$ cat src/rtl/alu_pkg.sv
// Shared opcode values and controller state encoding for the accumulator ALU.
package alu_pkg;
  localparam logic [3:0] MODE_ADD   = 4'd0;
  localparam logic [3:0] MODE_SUB   = 4'd1;
  localparam logic [3:0] MODE_AND   = 4'd2;
  localparam logic [3:0] MODE_OR    = 4'd3;
  localparam logic [3:0] MODE_XOR   = 4'd4;
  localparam logic [3:0] MODE_NOT   = 4'd5;
  localparam logic [3:0] MODE_INC   = 4'd6;
  localparam logic [3:0] MODE_DEC   = 4'd7;
  localparam logic [3:0] MODE_MUL   = 4'd8;
  localparam logic [3:0] MODE_SHL   = 4'd9;
  localparam logic [3:0] MODE_SHR   = 4'd10;
  localparam logic [3:0] MODE_PASSB = 4'd11;

  typedef enum logic [1:0] {IDLE, BUSY, DONE} state_t;
endpackage

$ cat src/rtl/alu_acc_seq_nbit_if.sv
// Command/result bundle between the decode stage (master) and the ALU (slave).
interface alu_acc_seq_nbit_if #(parameter int N = 8);
  logic         in_valid;
  logic         in_ready;
  logic [N-1:0] A;
  logic [N-1:0] B;
  logic         CB_in;
  logic [3:0]   Mode;
  logic         use_acc;
  logic         acc_clr;
  logic         out_valid;
  logic [N-1:0] Result;
  logic [N-1:0] Result_hi;
  logic         CB_out;
  logic         Z;
  logic         Nf;
  logic         V;
  logic [N-1:0] acc;

  modport master (
    output in_valid, A, B, CB_in, Mode, use_acc, acc_clr,
    input  in_ready, out_valid, Result, Result_hi, CB_out, Z, Nf, V, acc
  );

  modport slave (
    input  in_valid, A, B, CB_in, Mode, use_acc, acc_clr,
    output in_ready, out_valid, Result, Result_hi, CB_out, Z, Nf, V, acc
  );
endinterface

$ cat src/rtl/mul_shift_add_nbit.sv
// Unsigned shift-add multiplier: operands load on start, one partial-product
// step per clock, done pulses for one cycle after the N-th step.
module mul_shift_add_nbit #(
  parameter int N = 8
) (
  input  logic           clk,
  input  logic           rst,
  input  logic           start,
  input  logic [N-1:0]   a,
  input  logic [N-1:0]   b,
  output logic           busy,
  output logic           done,
  output logic [2*N-1:0] product
);
  localparam int CW = $clog2(N) + 1;

  logic [2*N-1:0] mcand;
  logic [N-1:0]   mplier;
  logic [CW-1:0]  cnt;

  always_ff @(posedge clk or posedge rst) begin
    if (rst) begin
      mcand   <= '0;
      mplier  <= '0;
      product <= '0;
      cnt     <= '0;
      busy    <= 1'b0;
      done    <= 1'b0;
    end else begin
      done <= 1'b0;
      if (start) begin
        mcand   <= {{N{1'b0}}, a};
        mplier  <= b;
        product <= '0;
        cnt     <= CW'(N);
        busy    <= 1'b1;
      end else if (busy) begin
        if (mplier[0])
          product <= product + mcand;
        mcand  <= mcand << 1;
        mplier <= mplier >> 1;
        cnt    <= cnt - CW'(1);
        if (cnt == CW'(1)) begin
          busy <= 1'b0;
          done <= 1'b1;
        end
      end
    end
  end
endmodule

$ cat src/rtl/alu_acc_seq_nbit.sv
// Handshaked N-bit ALU with accumulator and flags; single-cycle ops complete at
// the accept edge, MUL completes N+1 cycles later with in_ready held low.
module alu_acc_seq_nbit
  import alu_pkg::*;
#(
  parameter int N = 8
) (
  input  logic             clk,
  input  logic             rst,
  alu_acc_seq_nbit_if.slave bus
);
  state_t         state;
  logic [N-1:0]   a_eff;
  logic           accept;
  logic           mul_start;
  logic           mul_busy;
  logic           mul_done;
  logic [2*N-1:0] mul_prod;

  logic [N:0]     ext;
  logic [N-1:0]   r;
  logic           cb;
  logic           v;
  logic           ld_acc;

  assign a_eff     = bus.use_acc ? bus.acc : bus.A;
  assign accept    = (state == IDLE) && bus.in_valid && bus.in_ready;
  assign mul_start = accept && (bus.Mode == MODE_MUL);

  mul_shift_add_nbit #(.N(N)) u_mul (
    .clk     (clk),
    .rst     (rst),
    .start   (mul_start),
    .a       (a_eff),
    .b       (bus.B),
    .busy    (mul_busy),
    .done    (mul_done),
    .product (mul_prod)
  );

  always_comb begin
    ext    = '0;
    r      = '0;
    cb     = 1'b0;
    v      = 1'b0;
    ld_acc = 1'b1;
    case (bus.Mode)
      MODE_ADD: begin
        ext = {1'b0, a_eff} + {1'b0, bus.B} + {{N{1'b0}}, bus.CB_in};
        r   = ext[N-1:0];
        cb  = ext[N];
        v   = (a_eff[N-1] == bus.B[N-1]) && (r[N-1] != a_eff[N-1]);
      end
      MODE_SUB: begin
        ext = {1'b0, a_eff} - {1'b0, bus.B};
        r   = ext[N-1:0];
        cb  = ext[N];
        v   = (a_eff[N-1] != bus.B[N-1]) && (r[N-1] != a_eff[N-1]);
      end
      MODE_AND:   r = a_eff & bus.B;
      MODE_OR:    r = a_eff | bus.B;
      MODE_XOR:   r = a_eff ^ bus.B;
      MODE_NOT:   r = ~a_eff;
      MODE_INC: begin
        ext = {1'b0, a_eff} + (N+1)'(1);
        r   = ext[N-1:0];
        cb  = ext[N];
        v   = !a_eff[N-1] && r[N-1];
      end
      MODE_DEC: begin
        ext = {1'b0, a_eff} - (N+1)'(1);
        r   = ext[N-1:0];
        cb  = ext[N];
        v   = a_eff[N-1] && !r[N-1];
      end
      MODE_SHL: begin
        r  = {a_eff[N-2:0], 1'b0};
        cb = a_eff[N-1];
      end
      MODE_SHR: begin
        r  = {1'b0, a_eff[N-1:1]};
        cb = a_eff[0];
      end
      MODE_PASSB: r = bus.B;
      // MUL results come from the multiplier; reserved codes leave acc alone.
      default:    ld_acc = 1'b0;
    endcase
  end

  always_ff @(posedge clk or posedge rst) begin
    if (rst) begin
      state         <= IDLE;
      bus.in_ready  <= 1'b0;
      bus.out_valid <= 1'b0;
      bus.Result    <= '0;
      bus.Result_hi <= '0;
      bus.CB_out    <= 1'b0;
      bus.Z         <= 1'b0;
      bus.Nf        <= 1'b0;
      bus.V         <= 1'b0;
      bus.acc       <= '0;
    end else begin
      bus.out_valid <= 1'b0;
      case (state)
        IDLE: begin
          bus.in_ready <= 1'b1;
          if (accept) begin
            if (bus.Mode == MODE_MUL) begin
              state        <= BUSY;
              bus.in_ready <= 1'b0;
            end else begin
              bus.out_valid <= 1'b1;
              bus.Result    <= r;
              bus.Result_hi <= '0;
              bus.CB_out    <= cb;
              bus.Z         <= (r == '0);
              bus.Nf        <= r[N-1];
              bus.V         <= v;
              if (ld_acc)
                bus.acc <= r;
            end
          end
        end
        BUSY: begin
          if (mul_done && !mul_busy) begin
            state         <= DONE;
            bus.out_valid <= 1'b1;
            bus.Result    <= mul_prod[N-1:0];
            bus.Result_hi <= mul_prod[2*N-1:N];
            bus.CB_out    <= 1'b0;
            bus.Z         <= (mul_prod == '0);
            bus.Nf        <= mul_prod[2*N-1];
            bus.V         <= 1'b0;
            bus.acc       <= mul_prod[N-1:0];
          end
        end
        DONE: begin
          state        <= IDLE;
          bus.in_ready <= 1'b1;
        end
        default: state <= IDLE;
      endcase
      if (bus.acc_clr)
        bus.acc <= '0;
    end
  end
endmodule

$ cat src/flat_wrapper.sv
// flat-port wrapper written by rule: the top's interface ports become plain ports
module alu_acc_seq_nbit_flat import alu_pkg::*;
#(
  parameter int N = 8
)
  (clk, rst, bus_in_valid, bus_A, bus_B, bus_CB_in, bus_Mode, bus_use_acc, bus_acc_clr, bus_in_ready, bus_out_valid, bus_Result, bus_Result_hi, bus_CB_out, bus_Z, bus_Nf, bus_V, bus_acc);
  alu_acc_seq_nbit_if #(.N(N)) bus_i ();
  input  logic clk;
  input  logic rst;
  input wire logic [$bits(bus_i.in_valid)-1:0] bus_in_valid;
  input wire logic [$bits(bus_i.A)-1:0] bus_A;
  input wire logic [$bits(bus_i.B)-1:0] bus_B;
  input wire logic [$bits(bus_i.CB_in)-1:0] bus_CB_in;
  input wire logic [$bits(bus_i.Mode)-1:0] bus_Mode;
  input wire logic [$bits(bus_i.use_acc)-1:0] bus_use_acc;
  input wire logic [$bits(bus_i.acc_clr)-1:0] bus_acc_clr;
  output wire logic [$bits(bus_i.in_ready)-1:0] bus_in_ready;
  output wire logic [$bits(bus_i.out_valid)-1:0] bus_out_valid;
  output wire logic [$bits(bus_i.Result)-1:0] bus_Result;
  output wire logic [$bits(bus_i.Result_hi)-1:0] bus_Result_hi;
  output wire logic [$bits(bus_i.CB_out)-1:0] bus_CB_out;
  output wire logic [$bits(bus_i.Z)-1:0] bus_Z;
  output wire logic [$bits(bus_i.Nf)-1:0] bus_Nf;
  output wire logic [$bits(bus_i.V)-1:0] bus_V;
  output wire logic [$bits(bus_i.acc)-1:0] bus_acc;
  assign bus_i.in_valid = bus_in_valid;
  assign bus_i.A = bus_A;
  assign bus_i.B = bus_B;
  assign bus_i.CB_in = bus_CB_in;
  assign bus_i.Mode = bus_Mode;
  assign bus_i.use_acc = bus_use_acc;
  assign bus_i.acc_clr = bus_acc_clr;
  assign bus_in_ready = bus_i.in_ready;
  assign bus_out_valid = bus_i.out_valid;
  assign bus_Result = bus_i.Result;
  assign bus_Result_hi = bus_i.Result_hi;
  assign bus_CB_out = bus_i.CB_out;
  assign bus_Z = bus_i.Z;
  assign bus_Nf = bus_i.Nf;
  assign bus_V = bus_i.V;
  assign bus_acc = bus_i.acc;
  alu_acc_seq_nbit #(.N(N)) u_core (.clk(clk), .rst(rst), .bus(bus_i));
endmodule
$ cat config.mk
export PLATFORM = sky130hd
export DESIGN_NAME = alu_acc_seq_nbit_flat
export DESIGN_NICKNAME = d
export VERILOG_FILES = /design/src/rtl/alu_pkg.sv /design/src/rtl/alu_acc_seq_nbit_if.sv /design/src/rtl/mul_shift_add_nbit.sv /design/src/rtl/alu_acc_seq_nbit.sv /design/src/flat_wrapper.sv
export SDC_FILE = /design/constraint.sdc
export NUM_CORES = 1
export LEC_CHECK = 0
export CAP_MARGIN = 10
export CELL_PAD_IN_SITES_DETAIL_PLACEMENT = 1
export CELL_PAD_IN_SITES_GLOBAL_PLACEMENT = 1
export CORE_ASPECT_RATIO = 1.4
export CORE_UTILIZATION = 49
export DETAILED_ROUTE_END_ITERATION = 10
export PLACE_DENSITY = 0.87
export REMOVE_ABC_BUFFERS = 1
export SETUP_SLACK_MARGIN = 0.5
export SYNTH_ARGS = -nofsm -noshare
export SYNTH_HDL_FRONTEND = slang
export SYNTH_HIERARCHICAL = 1
export SYNTH_SLANG_ARGS = --single-unit
$ cat constraint.sdc
create_clock -name clk -period 9.59 [get_ports clk]
set_input_delay 0.959 -clock clk [delete_from_list [all_inputs] [get_ports clk]]
set_output_delay 0.959 -clock clk [all_outputs]
set_load 0.1 [all_outputs]
### Yosys cells after proc, flatten, opt, wreduce, memory -nomap -nowiden

Cells that the tools add are included.
W data, S select, Z words.

* eq/ne operators: 26
* bitwise operators: 4
* reductions and logical operators: 25
* mux-type cells: 58
* add/sub/neg operators: 7

Operators by type and width (count)
* $mux W8: 13
* $pmux W8 S11: 1
* $mux W16: 5
* $pmux W8 S2: 3
* $mux W1: 22
* $add A16 B16 Y16: 1
* $eq A4 B3 Y1 const B: 4
* $eq A4 B4 Y1 const B: 4
* $logic_not A16 Y1: 1
* $pmux W1 S2: 6
* $reduce_or A11 Y1: 1
* $add A8 B1 Y9 const B: 1
* $add A8 B8 Y9: 1
* $add A9 B1 Y9: 1
* $ne A3 B2 Y1 const B: 3
* $sub A8 B1 Y9 const B: 1
* $sub A8 B8 Y9: 1
* $and A8 B8 Y8: 1
* $eq A4 B1 Y1 const B: 2
* $eq A4 B2 Y1 const B: 2
* $logic_and A1 B1 Y1: 8
* $logic_not A8 Y1: 1
* $mux W4: 2
* $not A8 Y8: 1
* 23 further kinds: 34

* input bits: 26
* output and inout port bits: 30
* word-level logic and storage cells: 136
* flip-flop bits (word level): 78

### Longest topological paths before layout

* depth after elaboration: 9
* mapped depth: 12

### Cells and area by module

Netlist, hierarchy kept.

By module, submodules not included
* alu_acc_seq_nbit: cells each 465, area each 3779.9 sq um, times used 1
* mul_shift_add_nbit: cells each 300, area each 2771.4 sq um, times used 1

### Least setup slack after synthesis

No wires, ideal clock.

* path kind: input-to-reg
* start: input port bus_use_acc
* end: register u_core.bus.Z
* buffers on the path: 1
* arrival time: 3.914 ns
* setup slack: 5.586 ns
* stages on the path: 11
* setup time: 0.090 ns
* cells stage by stage: buf_6 > mux2i_2 > inv_2 > fa_1 > inv_1 > fa_1 > o21ai_0 > a221o_1 > a2111o_1 > or4_4 > o31ai_4

* cells in the longest elaborated chain, start to end: 8
* elaborated cells between the ends (all ways): 15
* classes of those cells: add/sub (5); mux (5); bitwise (4); reduce/logical (1)

RTL lines
* start: declaration: RTL line flat_wrapper.sv:15 `input wire logic [$bits(bus_i.use_acc)-1:0] bus_use_acc;`
* $mux W8 (*): RTL line alu_acc_seq_nbit.sv:26 `assign a_eff = bus.use_acc ? bus.acc : bus.A;`
* via u_core.a_eff[0]: RTL line alu_acc_seq_nbit.sv:13 `logic [N-1:0] a_eff;`
* $add A8 B8 Y9: RTL line alu_acc_seq_nbit.sv:49 `ext = {1'b0, a_eff} + {1'b0, bus.B} + {{N{1'b0}}, bus.CB_in};`
* $add A9 B1 Y9: RTL line alu_acc_seq_nbit.sv:49
* $pmux W8 S11 (*): RTL line alu_acc_seq_nbit.sv:47 `case (bus.Mode)`
* $logic_not A8 Y1 (*): RTL line alu_acc_seq_nbit.sv:116 `bus.Z <= (r == '0);`
* $mux W1 (*): RTL line alu_acc_seq_nbit.sv:108 `if (bus.Mode == MODE_MUL) begin`
* $mux W1 (*): RTL line alu_acc_seq_nbit.sv:107 `if (accept) begin`
* $pmux W1 S2 (*): RTL line alu_acc_seq_nbit.sv:104 `case (state)`
* end signal: assignment: RTL line alu_acc_seq_nbit.sv:116
* end signal: assignment: RTL line alu_acc_seq_nbit.sv:131 `bus.Z <= (mul_prod == '0);`
* end: declaration: RTL line alu_acc_seq_nbit_if.sv:27 `output in_ready, out_valid, Result, Result_hi, CB_out, Z, Nf, V, acc`

Mark *: on every way through the listed nets, which the timed path passes. The rest lies on a longest branch. The select of a mux whose other input is x is not followed.
A chain may end at the register's enable or synchronous reset.

### Final worst setup path

Ends and elaborated chain as after synthesis.

==> results.json <==
{
  "die_h_um": 139,
  "antenna_cells": 0,
  "grtUsageTotal_pct": 35.5,
  "place.gp.congestion": 1.03,
  "dp_cells": 970,
  "post-route-period-util_pct": 50.7,
  "p_leak_nw": 3.21,
  "cp_slowest_cell": "mux2i_2",
  "synth_fa_ha_area_share_pct": 10.6,
  "wirelength_mm": 23.7,
  "mostFrequentLayoutCells": "nand2_1, dfrtp_1, clkdlybuf4s50_1",
  "num_rows": 49,
  "hold_class": "reg -> reg",
  "switchingPower_uw": 964,
  "ys_types": 95,
  "ctsHtreeMaxLevel": 3,
  "ys_seq_area_share_pct": 29.8,
  "ctsResizeCount": 0,
  "critPathArrivalTime_ns": 5.11,
  "maxCapViolCount": 0,
  "intPower_uw": 984,
  "cts_setup_buffers": 0,
  "clockBufferDepth": 2,
  "setup_viol": 0,
  "clkPwrFrac_pct": 18.3,
  "final.setup_skew_ns": 0.0117,
  "cp_cell_sequence": "clkdlybuf4s50_1, buf_4, mux2i_2, inv_2, fa_1, inv_1, fa_1, o21ai_0, a221o_1, a2111o_1, or4_4, o31ai_4",
  "synth_area_per_cell_um2": 8.56,
  "grt.overflow.total": 0,
  "drive_above_1_share_pct": 7.92,
  "grt_pass1_wl_mm": 37.6,
  "path_max_fanout": 16,
  "cts-root-buf": "clkbuf_16",
  "async_reset_ff_share_pct": 100,
  "io_pins": 56,
  "cp_slowest_stage_delay_ns": 0.61,
  "synth_compound_area_share_pct": 23.7,
  "antenna_found_initial": 0,
  "crit_required_ns": 9.84,
  "period_minus_slack_ns": 4.86,
  "synth-xor-area-share_pct": 1.20,
  "synthMuxAreaShare_pct": 6.78,
  "grt_max_degree": 64,
  "p_comb_share_pct": 52.7,
  "final_common_cell": "nand2_1",
  "fin_hold_ws_ns": 0.482,
  "cts_made_buffers": 9,
  "clock.fmax_mhz": 206,
  "num_vias": 6401,
  "first_global_vias": 6755,
  "end_kind": "flip-flop",
  "insertion_delay_ns": 0.34,
  "synth_top_family_by_area": "compound AO/OA/AOI/OAI gates",
  "cts_tree": "built",
  "drt_iter0_drc": 297,
  "cp-start-kind": "primary input",
  "core_area_um2": 12900,
  "rsz0062_at_grt": "no",
  "worst_path_most_repeated_cell": "fa_1",
  "path_clk_slew_ns": 0.06,
  "synth_simple_gate_area_share_pct": 22.6,
  "die-width_um": 99.7,
  "drtAntennaViolNets": 0,
  "ys_warn_count": 6,
  "drtPass1Iterations": 4,
  "worstSetupPathType": "in -> reg",
  "power_frac_seq_pct": 29.0,
  "drt-vias-per-instance": 6.49,
  "area_growth_syn_to_layout_pct": 14.9,
  "nets": 882,
  "avgRoutedWirePerCell_um": 24.1,
  "fill_cells": 1536,
  "drcViolationCount": 0,
  "hold_violations": 0,
  "syn-cell-area_um2": 6550,
  "synthCells": 765,
  "p_sw_share_pct": 49.5,
  "max_slew_margin_pct": 21.9,
  "postCtsHoldBufs": 0,
  "synth-edff-count": 0,
  "tns_ns": 0,
  "dp_hpwl_mm": 17.7,
  "clock-sinks": 78,
  "start_util_pct": 50.6,
  "tightest_slew_ns": 1.17,
  "power.density_nw_per_um2": 259,
  "dieArea_um2": 13800,
  "ir_worst_vdd_mv": 0.156,
  "status": "finished, final reports clean",
  "port-buffer-count": 55,
  "fin_cells": 986,
  "slew_viol_final": 0,
  "synth_flop_cell": "dfrtp_1",
  "ys_ff_latch": 78
}
-- per-stage QoR --
stage               worst slack, ns  utilization (%)  total power, mW  area (um^2)
floorplan                      5.79                -             1.26         6370
global placement               4.58             55.8             1.53         7220
detailed placement             4.46             55.8             1.57         7220
CTS                            4.78             58.2             1.94         7530
global route                   4.58             58.2             2.04         7530
finish                         4.73             58.2             1.95         7530
-- power groups by stage --
| stage | logic (mW) | clock network, mW | registers [mW] |
|---|---|---|---|
| finish | 1.03 | 0.356 | 0.565 |
| global placement | 0.967 | 0 | 0.560 |
| CTS | 1.02 | 0.361 | 0.563 |
| floorplan | 0.505 | 0 | 0.754 |
| detailed placement | 1.01 | 0 | 0.566 |
| global route | 1.10 | 0.372 | 0.575 |
-- worst paths after layout --
path	slack [ns]	end	cells past startpoint	start
max	4.73	u_core/bus.Z	12	bus_use_acc
min	0.48	u_core/bus.Result[0]	1	u_core/bus.Result[0]
max reg2reg	5.76	u_core/bus.Z	10	u_core/bus.acc[0]
min reg2reg	0.48	u_core/bus.Result[0]	1	u_core/bus.Result[0]
max in group asynchronous	8.07	u_core/u_mul/cnt[1]	3	rst
min in group asynchronous	1.05	u_core/bus.in_ready	3	rst
-- flip-flops by register name, summed over array words and instances, names as in the netlist, 2 cells and up --
register              cells
u_core/u_mul/product     16
u_core/u_mul/mplier       8
u_core/bus.acc            8
u_core/bus.Result         8
u_core/state              2
u_core/u_mul/cnt          4
u_core/bus.Result_hi      8
u_core/u_mul/mcand       16
-- layer usage --
| metal | GRT usage, % | up-vias | share of wire, % |
|---|---|---|---|
| li1 | - | 2898 | - |
| met1 | 40.8 | 3227 | 39 |
| met2 | 61.4 | 189 | 51 |
| met3 | 3.68 | 87 | 3.2 |
| met4 | 23.8 | 0 | 6.9 |
| met5 | 0 | - | 0 |
-- critical path: cells and delay by family --
kind / cells / cell delay (ns)
compound gates: 4 / 1.20
buf+inv: 4 / 1.09
fa+ha+maj: 2 / 0.69
mux: 1 / 0.61
simple gates: 1 / 0.54
-- cell type report --
class	instances	area, um^2	area share, %
multi-input combinational	604	4250	56.4
sequential	78	1950	25.9
timing repair buffer	66	633	8.41
clock buffer	10	239	3.17
tap	178	223	2.96
inverter	44	169	2.24
clock inverter	6	66.3	0.881
-- synth_stat cells, types with 6 or more instances --
cell type | n | area (um^2)
a211oi_1 | 14 | 105
a21o_1 | 10 | 75.1
a21oi_1 | 50 | 250
a22oi_1 | 10 | 75.1
and3_1 | 8 | 50.1
buf_2 | 9 | 45.0
clkbuf_1 | 23 | 86.3
dfrtp_1 | 78 | 1950
ha_1 | 49 | 613
inv_1 | 33 | 124
inv_2 | 6 | 22.5
mux2i_1 | 28 | 280
mux2i_4 | 6 | 135
nand2_1 | 92 | 345
nand2b_1 | 10 | 62.6
nand3_1 | 15 | 75.1
nand3b_1 | 8 | 60.1
nand4_1 | 10 | 62.6
nor2_1 | 50 | 188
nor2b_1 | 10 | 62.6
nor3_1 | 20 | 100
nor3b_1 | 6 | 45.0
nor4_1 | 9 | 56.3
o211ai_1 | 13 | 97.6
o21ai_0 | 50 | 250
o21bai_1 | 7 | 52.6
or4_1 | 6 | 45.0
xnor2_1 | 7 | 61.3
-- logic make-up after synthesis --
family          count (synthesis)
simple gates                  279
compound gates                227
buf+inv                        83
flops                          78
fa+ha+maj                      53
mux                            36
xor+xnor                        9
Note: power is estimated with default switching activity, not from simulation.
